File: src/rtl/seg7_pkg.sv
// Shared constants and hex-to-segment mapping for the seven-segment display blocks.
// Segment order is {g,f,e,d,c,b,a}, active-low.
package seg7_pkg;

  localparam logic [6:0] SEG_OFF = 7'h7F;
  localparam logic [7:0] AN_OFF  = 8'hFF;

  // Entry n is the pattern for hex digit n; the highest entry is listed first.
  localparam logic [15:0][6:0] HEX_SEG = {
    7'b0001110, 7'b0000110, 7'b0100001, 7'b1000110,  // F E d C
    7'b0000011, 7'b0001000, 7'b0010000, 7'b0000000,  // b A 9 8
    7'b1111000, 7'b0000010, 7'b0010010, 7'b0011001,  // 7 6 5 4
    7'b0110000, 7'b0100100, 7'b1111001, 7'b1000000   // 3 2 1 0
  };

  function automatic logic [6:0] hex2seg(input logic [3:0] nib);
    return HEX_SEG[nib];
  endfunction

endpackage

File: src/rtl/seg7_hex_decode.sv
// Combinational hex nibble to active-low segment pattern decoder.
module seg7_hex_decode
  import seg7_pkg::*;
(
  input  logic [3:0] i_nib,
  output logic [6:0] o_seg
);

  assign o_seg = hex2seg(i_nib);

endmodule

File: src/rtl/seg7_scan_driver.sv
// Time-multiplexed 8-digit common-anode display driver with per-frame snapshot
// of the display word, decimal points and leading-zero blanking.
module seg7_scan_driver
  import seg7_pkg::*;
#(
  parameter int TICKS_PER_DIGIT = 100000,
  parameter int CNT_W           = 20
) (
  input  logic        clk,
  input  logic        rst_n,
  input  logic [31:0] data,
  input  logic [7:0]  dp_mask,
  input  logic        blank_lz,
  output logic [7:0]  an,
  output logic [6:0]  seg,
  output logic        dp,
  output logic        frame_start
);

  localparam logic [CNT_W-1:0] LAST = CNT_W'(TICKS_PER_DIGIT - 1);

  logic [CNT_W-1:0] r_pcnt;
  logic [2:0]       r_idx;
  logic [31:0]      r_snap;
  logic [7:0]       r_dpm;
  logic             r_lz;
  logic [7:0]       r_an;
  logic [6:0]       r_seg;
  logic             r_dp;
  logic             r_fs;

  logic             w_tick;
  logic             w_frame;
  logic [2:0]       w_k;
  logic [31:0]      w_src;
  logic [7:0]       w_dpm;
  logic             w_lz;
  logic [3:0]       w_nib;
  logic [6:0]       w_seg;
  logic             w_blank;

  assign w_tick  = (r_pcnt == LAST);
  // idx resets to 7, so the first tick after reset is a normal 7->0 wrap.
  assign w_frame = w_tick && (r_idx == 3'd7);
  assign w_k     = r_idx + 3'd1;

  // On a frame boundary digit 0 is drawn straight from the incoming inputs.
  assign w_src   = w_frame ? data     : r_snap;
  assign w_dpm   = w_frame ? dp_mask  : r_dpm;
  assign w_lz    = w_frame ? blank_lz : r_lz;

  assign w_nib   = w_src[{w_k, 2'b00} +: 4];
  assign w_blank = w_lz && (w_k != 3'd0) && ((w_src >> {w_k, 2'b00}) == 32'd0);

  seg7_hex_decode u_dec (
    .i_nib (w_nib),
    .o_seg (w_seg)
  );

  always_ff @(posedge clk or negedge rst_n) begin
    if (!rst_n) begin
      r_pcnt <= '0;
      r_idx  <= 3'd7;
      r_snap <= '0;
      r_dpm  <= '0;
      r_lz   <= 1'b0;
      r_an   <= AN_OFF;
      r_seg  <= SEG_OFF;
      r_dp   <= 1'b1;
      r_fs   <= 1'b0;
    end else begin
      r_fs <= w_frame;
      if (w_tick) begin
        r_pcnt <= '0;
        r_idx  <= w_k;
        if (w_frame) begin
          r_snap <= data;
          r_dpm  <= dp_mask;
          r_lz   <= blank_lz;
        end
        r_an  <= w_blank ? AN_OFF  : ~(8'(1) << w_k);
        r_seg <= w_blank ? SEG_OFF : w_seg;
        r_dp  <= ~w_dpm[w_k];
      end else begin
        r_pcnt <= r_pcnt + 1'b1;
      end
    end
  end

  assign an          = r_an;
  assign seg         = r_seg;
  assign dp          = r_dp;
  assign frame_start = r_fs;

endmodule

File: config.mk
export PLATFORM = sky130hd
export DESIGN_NAME = seg7_scan_driver
export DESIGN_NICKNAME = d
export VERILOG_FILES = /design/src/rtl/seg7_pkg.sv /design/src/rtl/seg7_hex_decode.sv /design/src/rtl/seg7_scan_driver.sv
export SDC_FILE = /design/constraint.sdc
export NUM_CORES = 1
export LEC_CHECK = 0
export BUFFER_PORTS_ARGS = -buffer_cell sky130_fd_sc_hd__buf_4
export CELL_PAD_IN_SITES_DETAIL_PLACEMENT = 0
export CELL_PAD_IN_SITES_GLOBAL_PLACEMENT = 1
export CORE_MARGIN = 8
export CORE_UTILIZATION = 48
export DETAILED_ROUTE_END_ITERATION = 8
export GPL_TIMING_DRIVEN = 0
export HOLD_SLACK_MARGIN = 0.08
export MAX_ROUTING_LAYER = met4
export PLACE_DENSITY = 0.83
export SLEW_MARGIN = 10
export SYNTH_ARGS = -nofsm -noshare
export SYNTH_HDL_FRONTEND = slang
export SYNTH_HIERARCHICAL = 1
export SYNTH_SLANG_ARGS = --single-unit
File: constraint.sdc
create_clock -name clk -period 8.7 [get_ports clk]
set_input_delay 1.305 -clock clk [delete_from_list [all_inputs] [get_ports clk]]
set_output_delay 1.305 -clock clk [all_outputs]
set_load 0.02 [all_outputs]
# After elaboration in Yosys (flattened, before gate mapping)
# Memory sizes are Yosys's and may differ from the RTL's.
# Cells that the tools add are included.
[totals]
ff_bits = 81
mem_bits_ro = 112
in_bits = 43
output_inout_bits = 17
elab_cells = 35
mem_count = 1
[classes]
addsub = 2
order_cmp = 2
eq_ne = 2
shift = 3
mux = 9
bitwise = 2
n_reduce_logical = 5
[memory_table]
columns = ["name", "depth", "width", "read_ports", "rd_clocked_by_memory_dff", "wr", "line_no", "source"]
rows = [
  ["(name not given)", 16, 7, 1, 0, 0, "seg7_pkg.sv:17", "return HEX_SEG[nib];"],
]
[op_table]
columns = ["operator", "count"]
rows = [
  ["$logic_not A32 Y1", 1],
  ["$mux W32", 1],
  ["$shiftx A32 B6 Y4", 1],
  ["$shr A32 B5 Y32", 1],
  ["$add A20 B1 Y20 const B", 1],
  ["$eq A20 B17 Y1 const B", 1],
  ["$mux W20", 1],
  ["$mux W8", 2],
  ["$mux W7", 2],
  ["$not A8 Y8", 1],
  ["$shl A1 B3 Y8 const A", 1],
  ["$lt A4 B5 Y1 const B", 1],
  ["$lt A3 B4 Y1 const B", 1],
  ["$add A3 B1 Y3 const B", 1],
  ["$bmux W1 S3", 1],
  ["$eq A3 B3 Y1 const B", 1],
  ["$logic_and A1 B1 Y1", 3],
  ["$reduce_bool A3 Y1", 1],
  ["$mux W1", 2],
  ["$not A1 Y1", 1],
]

# Logic depth before layout (Yosys ltp)
# Gate-level depths: netlist of the first run.
[logic_depth]
word_depth = 7
mapped_depth = 16
depth_no_buf = 14

# By module
# Netlist of the first run, hierarchy kept.
[by_module_without_submodules]
columns = ["mod", "instances", "cells_per_inst", "area_per_inst_um2", "seq_area_each_um2"]
rows = [
  ["seg7_scan_driver", 1, 536, 4580.6, 2050.7],
  ["seg7_hex_decode", 1, 32, 275.3, 0.0],
]

# Worst setup path after synthesis of the first run
# OpenSTA, ideal clock, no wires.
[synth_path]
kind = "register -> register"
start = "reg r_idx[0]"
end = "reg r_seg[3], in the netlist seg[3]"
setup_time_ps = 99
t_arrival_ps = 3304
required_ps = 8601
setup_slack_ps = 5296
stages_incl_launch_ff = 16
path_buffers = 3
period_less_slack_ps = 3404
cell_sequence = "dfstp_2 inv_1 clkbuf_1 clkbuf_1 ha_1 buf_1 nor2_1 o21ai_0 and4_1 inv_1 inv_1 ha_1 inv_1 mux4_1 nand2_1 nand3_1"
[synth_via]
elab_cells_between_ends = 14
cone_classes = "1 x add/sub; 1 x eq/ne; 2 x shift; 4 x mux; 5 x reduce/logical; 1 x memory"
[synth_lines]
columns = ["element", "line_no", "source"]
rows = [
  ["from (decl)", "seg7_scan_driver.sv:23", "logic [2:0] r_idx;"],
  ["from (signal assigned)", "seg7_scan_driver.sv:75", "r_idx <= w_k;"],
  ["$add A3 B1 Y3", "seg7_scan_driver.sv:45", "assign w_k = r_idx + 3'd1;"],
  ["named net w_k[0]", "seg7_scan_driver.sv:34", "logic [2:0] w_k;"],
  ["$shiftx A32 B6 Y4", "seg7_scan_driver.sv:52", "assign w_nib = w_src[{w_k, 2'b00} +: 4];"],
  ["named net w_nib[0]", "seg7_scan_driver.sv:38", "logic [3:0] w_nib;"],
  ["$mem_v2 Z16 W7", "-", ""],
  ["$mux W7 (implied by the code)", "seg7_pkg.sv:17", ""],
  ["named net w_seg[3]", "seg7_scan_driver.sv:39", "logic [6:0] w_seg;"],
  ["$mux W7", "seg7_scan_driver.sv:82", "r_seg <= w_blank ? SEG_OFF : w_seg;"],
  ["to (signal assigned)", "seg7_scan_driver.sv:82", ""],
  ["to (decl)", "seg7_scan_driver.sv:28", "logic [6:0] r_seg;"],
]
# The timed path passes the listed nets, and every way through them passes these cells. The select of a mux whose other input is x is not followed.
# A chain may end at the register's enable or synchronous reset.

# Final worst setup path of the first run
# Same ends and word-level chain as after synthesis.

==> results.toml, run 1 <==
[outcome]
status = "completed"

[flow_run]
cap_violations = 0

[worst_hold_path]
hold_path.class = "reg -> reg"

[synthesis]
async_flop_share_pct = 100.0
synth_flop_cell = "dfrtp_1"
seq_area_frac_synth_pct = 42.23
synth_area_um2 = 4856
ys_types = 56
yosysWarnings = 6
synth_edf_count = 0
syn_inst = 568
synth_top_cell_area_share_pct = 31.95
avgSynthCellArea_um2 = 8.549
syn_nets = 626
ys_top_cells_by_area = "dfrtp_1, nand2_1, dfstp_2"
synth_seq_cells = 81
yosys.area.top_type = "dfrtp_1"

[routing]
finalWirelength_um = 13850
dr_total_vias = 4341
drc = 0
wl_per_cell_um = 17.85
drt-initial-drc-count = 252
via_per_inst = 5.594
first_pass_iters = 5
final_antenna_net_count = 0

[timing]
setup_viol = 0
clock_skew_ns = 0.01765
worst_slew_pin_slew_ns = 0.9950
rsz0062_at_grt = "no"
slew_headroom_pct = 33.66
fmax_mhz = 218.4
fin_crit_sh_pct = 52.64
fin_crit_ns = 4.580
setup_tns_ns = 0
slew_viol_final = 0
finalHoldViolCount = 0

[final_layout]
multi_input_area_um2 = 2615
area_growth_pct = 17.29
layout-drive-gt1-share_pct = 20.37
regArea_um2 = 2051
nets = 696
fill_cells = 937
antenna-diode-count = 0

[placement]
hpwl_um = 10480
io_buffers = 59
gp_congestion = 0.9493

[grt]
grt_max_degree = 82
grt_pass1_vias = 4434
antenna_found_initial = 0
grt_pass1_wl_um = 22780
grtUsageTotal_pct = 22.45
grt_overflow = 0

[critical_path]
crit_slowest_cell = "clkbuf_1"
cp.arrival_ns = 4.85
cp_max_fo = 11
cpPeakStageDelay_ns = 0.65
cp-start-kind = "flop"
path_cells = "inv_1, clkbuf_1, clkbuf_1, ha_1, buf_1, nor2_1, o21ai_0, and4_1, inv_1, inv_1, ha_1, inv_1, mux4_1, nand2_1, nand3_1"
worstSetupPathType = "reg -> reg"
cpMostUsedCell = "inv_1"
end_kind = "flop"
worst-endpoint-required_ns = 8.97

[die]
num_rows = 36
die_w_um = 116.6
core_um2 = 9819
die_area_um2 = 13590
fp.dieH_um = 116.6
ioPinCount = 60
start_util_pct = 49.45

[cts]
cts_setup_buffers = 0
cts_tree = "yes"
clock_sinks = 81
root_buffer = "clkbuf_8"
ctsResizeCount = 0
cts_hold_buf = 0
clk_latency_ns = 0.37
cts.clk_slew.worst_paths_ns = 0.09
h-tree-depth = 3
clock_path_buffers = 2
cts-buffers-inserted = 9

[pwr]
peakVddDrop_mv = 0.08102
powerDensity_nw_per_um2 = 127.9
p_leak_nw = 2.442
total_power_w = 0.0007286
worst max-delay path: cells and delay by family, from the launching register on:
kind / cells / cell delay, ns
buf+inv: 7 / 1.90
flops: 1 / 0.41
compound gates: 1 / 0.18
mux: 1 / 0.49
simple gates: 4 / 0.86
fa+ha+maj: 2 / 0.66
through the flow:
stage          setup WS, ns  instances  utilization, %  instance area, µm²  hold WS [ns]
6_report              4.120        776           58.00                5695        0.4690
5_1_grt               3.844        776           58.00                5695        0.4886
4_1_cts               4.175        776           58.00                5695        0.4706
3_5_place_dp          4.215        760           55.66                5465        0.4499
3_3_place_gp          4.265        760           55.66                5465        0.4415
2_1_floorplan         5.296        568               -                4856        0.4291
registers in the layout (all words and copies together), names as in the netlist:
register / cells
dp: 1
r_dpm: 8
frame_start: 1
r_idx: 3
r_snap: 32
an: 8
r_lz: 1
r_pcnt: 20
seg: 7
synthesized netlist by cell type, types with 6 or more instances:
library cell,n
nor3_1,11
a21oi_1,10
mux2i_1,6
and4_1,6
inv_1,10
nor2_1,46
a211oi_1,13
nand4_1,10
dfstp_2,19
nand3_1,15
xor2_1,8
mux4_2,6
xnor2_1,11
a31oi_1,9
mux2_2,10
ha_1,15
clkbuf_1,21
nand2_1,189
dfrtp_1,62
a22oi_1,14
o21ai_0,18
cell usage in the layout, fill, tap and decap left out, types with 13 or more instances in the layout:
cell type	n
nand2_1	189
buf_4	62
dfrtp_1	62
nor2_1	46
clkbuf_1	21
dfstp_2	19
o21ai_0	18
nand3_1	15
ha_1	15
a22oi_1	14
a211oi_1	13
area by class of cell:
cell class / count / area share [%]
plain buffers: 31 / 2.680
multi-input cells: 446 / 45.91
repair buffers: 59 / 7.777
well taps: 133 / 2.922
flip-flops and latches: 81 / 36.01
inverters: 10 / 0.6591
clock inverters: 7 / 1.867
clock buffers: 9 / 2.175
power breakdown:
group	internal [W]	leakage, nW	switching (W)	total (W)
Combinational	0.0000140	1.47	0.0000161	0.0000301
Sequential	0.000377	0.858	0	0.000377
Clock	0.000167	0.117	0.000155	0.000322
kinds of logic after synthesis:
group	share of synthesized area, %
and+or+nand+nor	28.09
AOI/OAI and AO/OA	11.59
DFF	42.23
buffers and inverters	3.917
muxes	6.880
xor gates and xnor gates	3.427
adders and majority gates	3.865
per-layer routing:
layer	vias to the layer above	part of all wire, %	GRT usage (%)
met5	-	0	-
met4	0	2.1	7.423
met3	23	5.5	4.292
met2	134	47	35.55
met1	2095	46	28.41
li1	2089	-	-
final timing paths:
| path | slack [ns] | from | depth (start not counted) | end |
|---|---|---|---|---|
| min in group asynchronous | 1.09 | rst_n | 1 | r_pcnt[3] |
| setup reg to reg | 4.12 | r_idx[0] | 15 | seg[3] |
| hold / removal | 0.47 | r_snap[3] | 2 | r_snap[3] |
| setup / recovery | 4.12 | r_idx[0] | 15 | seg[3] |
| max in group asynchronous | 6.96 | rst_n | 1 | r_snap[6] |
| hold reg to reg | 0.47 | r_snap[3] | 2 | r_snap[3] |
Note: power is estimated with default switching activity, not from simulation.
==> inputs of run 2 (changes only) <==
--- a/config.mk
+++ b/config.mk
@@ -5,16 +5,17 @@
 export SDC_FILE = /design/constraint.sdc
 export NUM_CORES = 1
 export LEC_CHECK = 0
+export ABC_AREA = 1
 export BUFFER_PORTS_ARGS = -buffer_cell sky130_fd_sc_hd__buf_4
 export CELL_PAD_IN_SITES_DETAIL_PLACEMENT = 0
 export CELL_PAD_IN_SITES_GLOBAL_PLACEMENT = 1
 export CORE_MARGIN = 8
-export CORE_UTILIZATION = 48
+export CORE_UTILIZATION = 43
 export DETAILED_ROUTE_END_ITERATION = 8
 export GPL_TIMING_DRIVEN = 0
 export HOLD_SLACK_MARGIN = 0.08
 export MAX_ROUTING_LAYER = met4
-export PLACE_DENSITY = 0.83
+export PLACE_DENSITY = 0.78
 export SLEW_MARGIN = 10
 export SYNTH_ARGS = -nofsm -noshare
 export SYNTH_HDL_FRONTEND = slang
==> constraint.sdc (replaced) <==
create_clock -name clk -period 4.46 [get_ports clk]
set_input_delay 0.669 -clock clk [delete_from_list [all_inputs] [get_ports clk]]
set_output_delay 0.669 -clock clk [all_outputs]
set_load 0.02 [all_outputs]
==> run 2 against run 1 <==
Die area is 23% higher. Utilization is 6.6 points lower. Clock skew is 0.0053 ns lower. Combinational power is 65% higher. Register-to-register slack worse by 2.9 ns. Count of clock-buffer cells in the layout is 2 higher. Non-clock buffer count is 2 higher. First-iteration DRC count is 50% higher. Area after synthesis is 13% higher. Sequential power is 95% higher. Largest cell class unchanged.
==> results.toml, run 2 <==
[critical_path]
cp_max_fo = 10
r2r_slack_ns = 1.26
worst-endpoint-required_ns = 4.74
regToRegStartpoint = "r_idx[0]"
cp.arrival_ns = 3.48
path_cells = "ha_1, ha_1, clkbuf_8, nand3_4, buf_2, nand2_1, nand3_1, nand3_1, nand3_1, nand2_2, inv_1, ha_1, nand2_1, nand3_1, nand2_1, nor2_1, a21oi_2"
cp-start-kind = "flop"
cpPeakStageDelay_ns = 0.57
timing.rr.end = "seg[3]"
r2r_cells = 17
end_kind = "flop"
crit_slowest_cell = "dfstp_2"
worstSetupPathType = "reg -> reg"
cpMostUsedCell = "nand3_1"

[synthesis]
netlist_top_cells_count = "nand2_1, inv_1, nand3_1"
ys_types = 39
yosysMostFrequentCell = "nand2_1"
syn_nets = 834
yosys.area.top_type = "dfrtp_1"
async_flop_share_pct = 100.0
seq_area_frac_synth_pct = 37.28
avgSynthCellArea_um2 = 7.090
yosysWarnings = 6
ys_top_cells_by_area = "dfrtp_1, nand2_1, nand3_1"
synth_edf_count = 0
synth_seq_cells = 81
synth_flop_cell = "dfrtp_1"
synth_area_um2 = 5502
synth_top_cell_area_share_pct = 28.20
syn_inst = 776

[grt]
top_usage_layer = "met2"
antenna_found_initial = 0
grt_overflow = 0
grt_use_met2_pct = 31.40
grt_max_degree = 82
grt_pass1_vias = 4995
grtUsageTotal_pct = 19.94
grt_pass1_wl_um = 25220
grtUsageMet1_pct = 25.43
grtUsageMet3_pct = 3.164

[routing]
first_pass_iters = 5
drt-initial-drc-count = 378
finalWirelength_um = 15440
drc = 0
final_antenna_net_count = 0
wl_per_cell_um = 15.09
via_per_inst = 4.990
dr_total_vias = 5105

[final_layout]
final_util_pct = 51.44
nets = 904
area_growth_pct = 17.51
antenna-diode-count = 0
final_cell_mix = "nand2_1, inv_1, nand3_1, nor2_1"
largest_register = "r_snap"
largest_reg_flops = 32
reg.largest.list = "r_snap: 32 flops, r_pcnt: 20 flops"
mostFrequentLayoutCell = "nand2_1"
layout-drive-gt1-share_pct = 21.39

[pwr]
p_leak_nw = 3.518
peakVddDrop_mv = 0.1377
total_power_w = 0.001559
powerDensity_nw_per_um2 = 241.2

[cts]
clock_path_buffers = 2
clk_latency_ns = 0.35
root_buffer = "clkbuf_16"
cts_hold_buf = 0
cts.clk_slew.worst_paths_ns = 0.06
cts_setup_buffers = 0
ctsResizeCount = 0
cts-buffers-inserted = 9
h-tree-depth = 3
clock_sinks = 81
cts_tree = "yes"

[outcome]
status = "completed"

[die]
start_util_pct = 43.77
fp.dieH_um = 129.1
core_um2 = 12570
die_w_um = 129.1
die_area_um2 = 16670
num_rows = 41
ioPinCount = 60

[placement]
pre_cts_slack_ns = 1.284
io_buffers = 59
gp_congestion = 0.9012
hpwl_um = 11660

[timing]
setup_viol = 0
worst_slew_pin_slew_ns = 1.062
fin_ws_ns = 1.259
slew_viol_final = 0
slew_headroom_pct = 29.20
finalHoldViolCount = 0
fin_crit_ns = 3.201
clock_skew_ns = 0.01237
fin_crit_sh_pct = 71.77
whs_ns = 0.4623
setup_tns_ns = 0
rsz0062_at_grt = "no"
fmax_mhz = 312.4

[worst_hold_path]
worstHoldEndpoint = "r_pcnt[0]"
holdPathStages = 1
hold_path.startpoint = "r_pcnt[0]"
hold_path.class = "reg -> reg"

[flow_run]
cap_violations = 0
[run 2: kinds of logic after synthesis]
| kind of cell | share of synthesized area [%] |
|---|---|
| buffers and inverters | 13.65 |
| adder cells (fa/ha/maj) | 3.411 |
| AO/OA/AOI/OAI | 6.050 |
| AND/OR/NAND/NOR | 39.14 |
| flip-flops | 37.28 |
| XOR/XNOR | 0.4777 |
[run 2: where the power goes]
group / leakage (nW) / internal (W) / total [W] / switching (W)
clock network: 0.143 / 0.000453 / 0.000774 / 0.000321
logic: 2.39 / 0.0000247 / 0.0000497 / 0.0000250
registers: 0.986 / 0.000735 / 0.000735 / 0
total: 3.52 / 0.00121 / 0.00156 / 0.000346
[run 2: layout make-up]
class / instances / area, µm²
fill: 1275 / 6103
multi-input combinational: 524 / 2700
sequential: 81 / 2051
inverter: 138 / 519.2
timing repair buffer: 59 / 442.9
clock buffer: 11 / 242.7
buffer: 33 / 231.5
tap: 172 / 215.2
clock inverter: 5 / 62.56
[run 2: critical path: cells and delay by family, from the launching register on]
family | cells | cell delay [ns]
simple gates | 10 | 1.06
fa+ha+maj | 3 | 0.72
buf+inv | 3 | 0.62
flops | 1 | 0.57
compound gates | 1 | 0.15
[run 2: metal layers]
metal  vias to the layer above  share of wire [%]
met3                        24                4.9
met2                       142                 47
met5                         -                  0
met4                         0                2.0
li1                       2585                  -
met1                      2354                 47
[run 2: per-stage QoR]
stage / area, µm² / std cells
after global routing: 6465 / 1023
after floorplan: 5502 / 776
after detailed placement: 6160 / 1007
after global placement: 6160 / 1007
final: 6465 / 1023
after CTS: 6465 / 1023
[run 2: how the worst max path moves through the flow]
stage | cells after the start | slack, ns | startpoint | to
floorplan | 17 | 1.85 | r_idx[0] | seg[3]
detailed placement | 17 | 1.28 | r_idx[0] | seg[3]
finish | 17 | 1.26 | r_idx[0] | seg[3]
CTS | 17 | 1.25 | r_idx[0] | seg[3]
global placement | 17 | 1.29 | r_idx[0] | seg[3]
global route | 17 | 1.05 | r_idx[0] | seg[3]
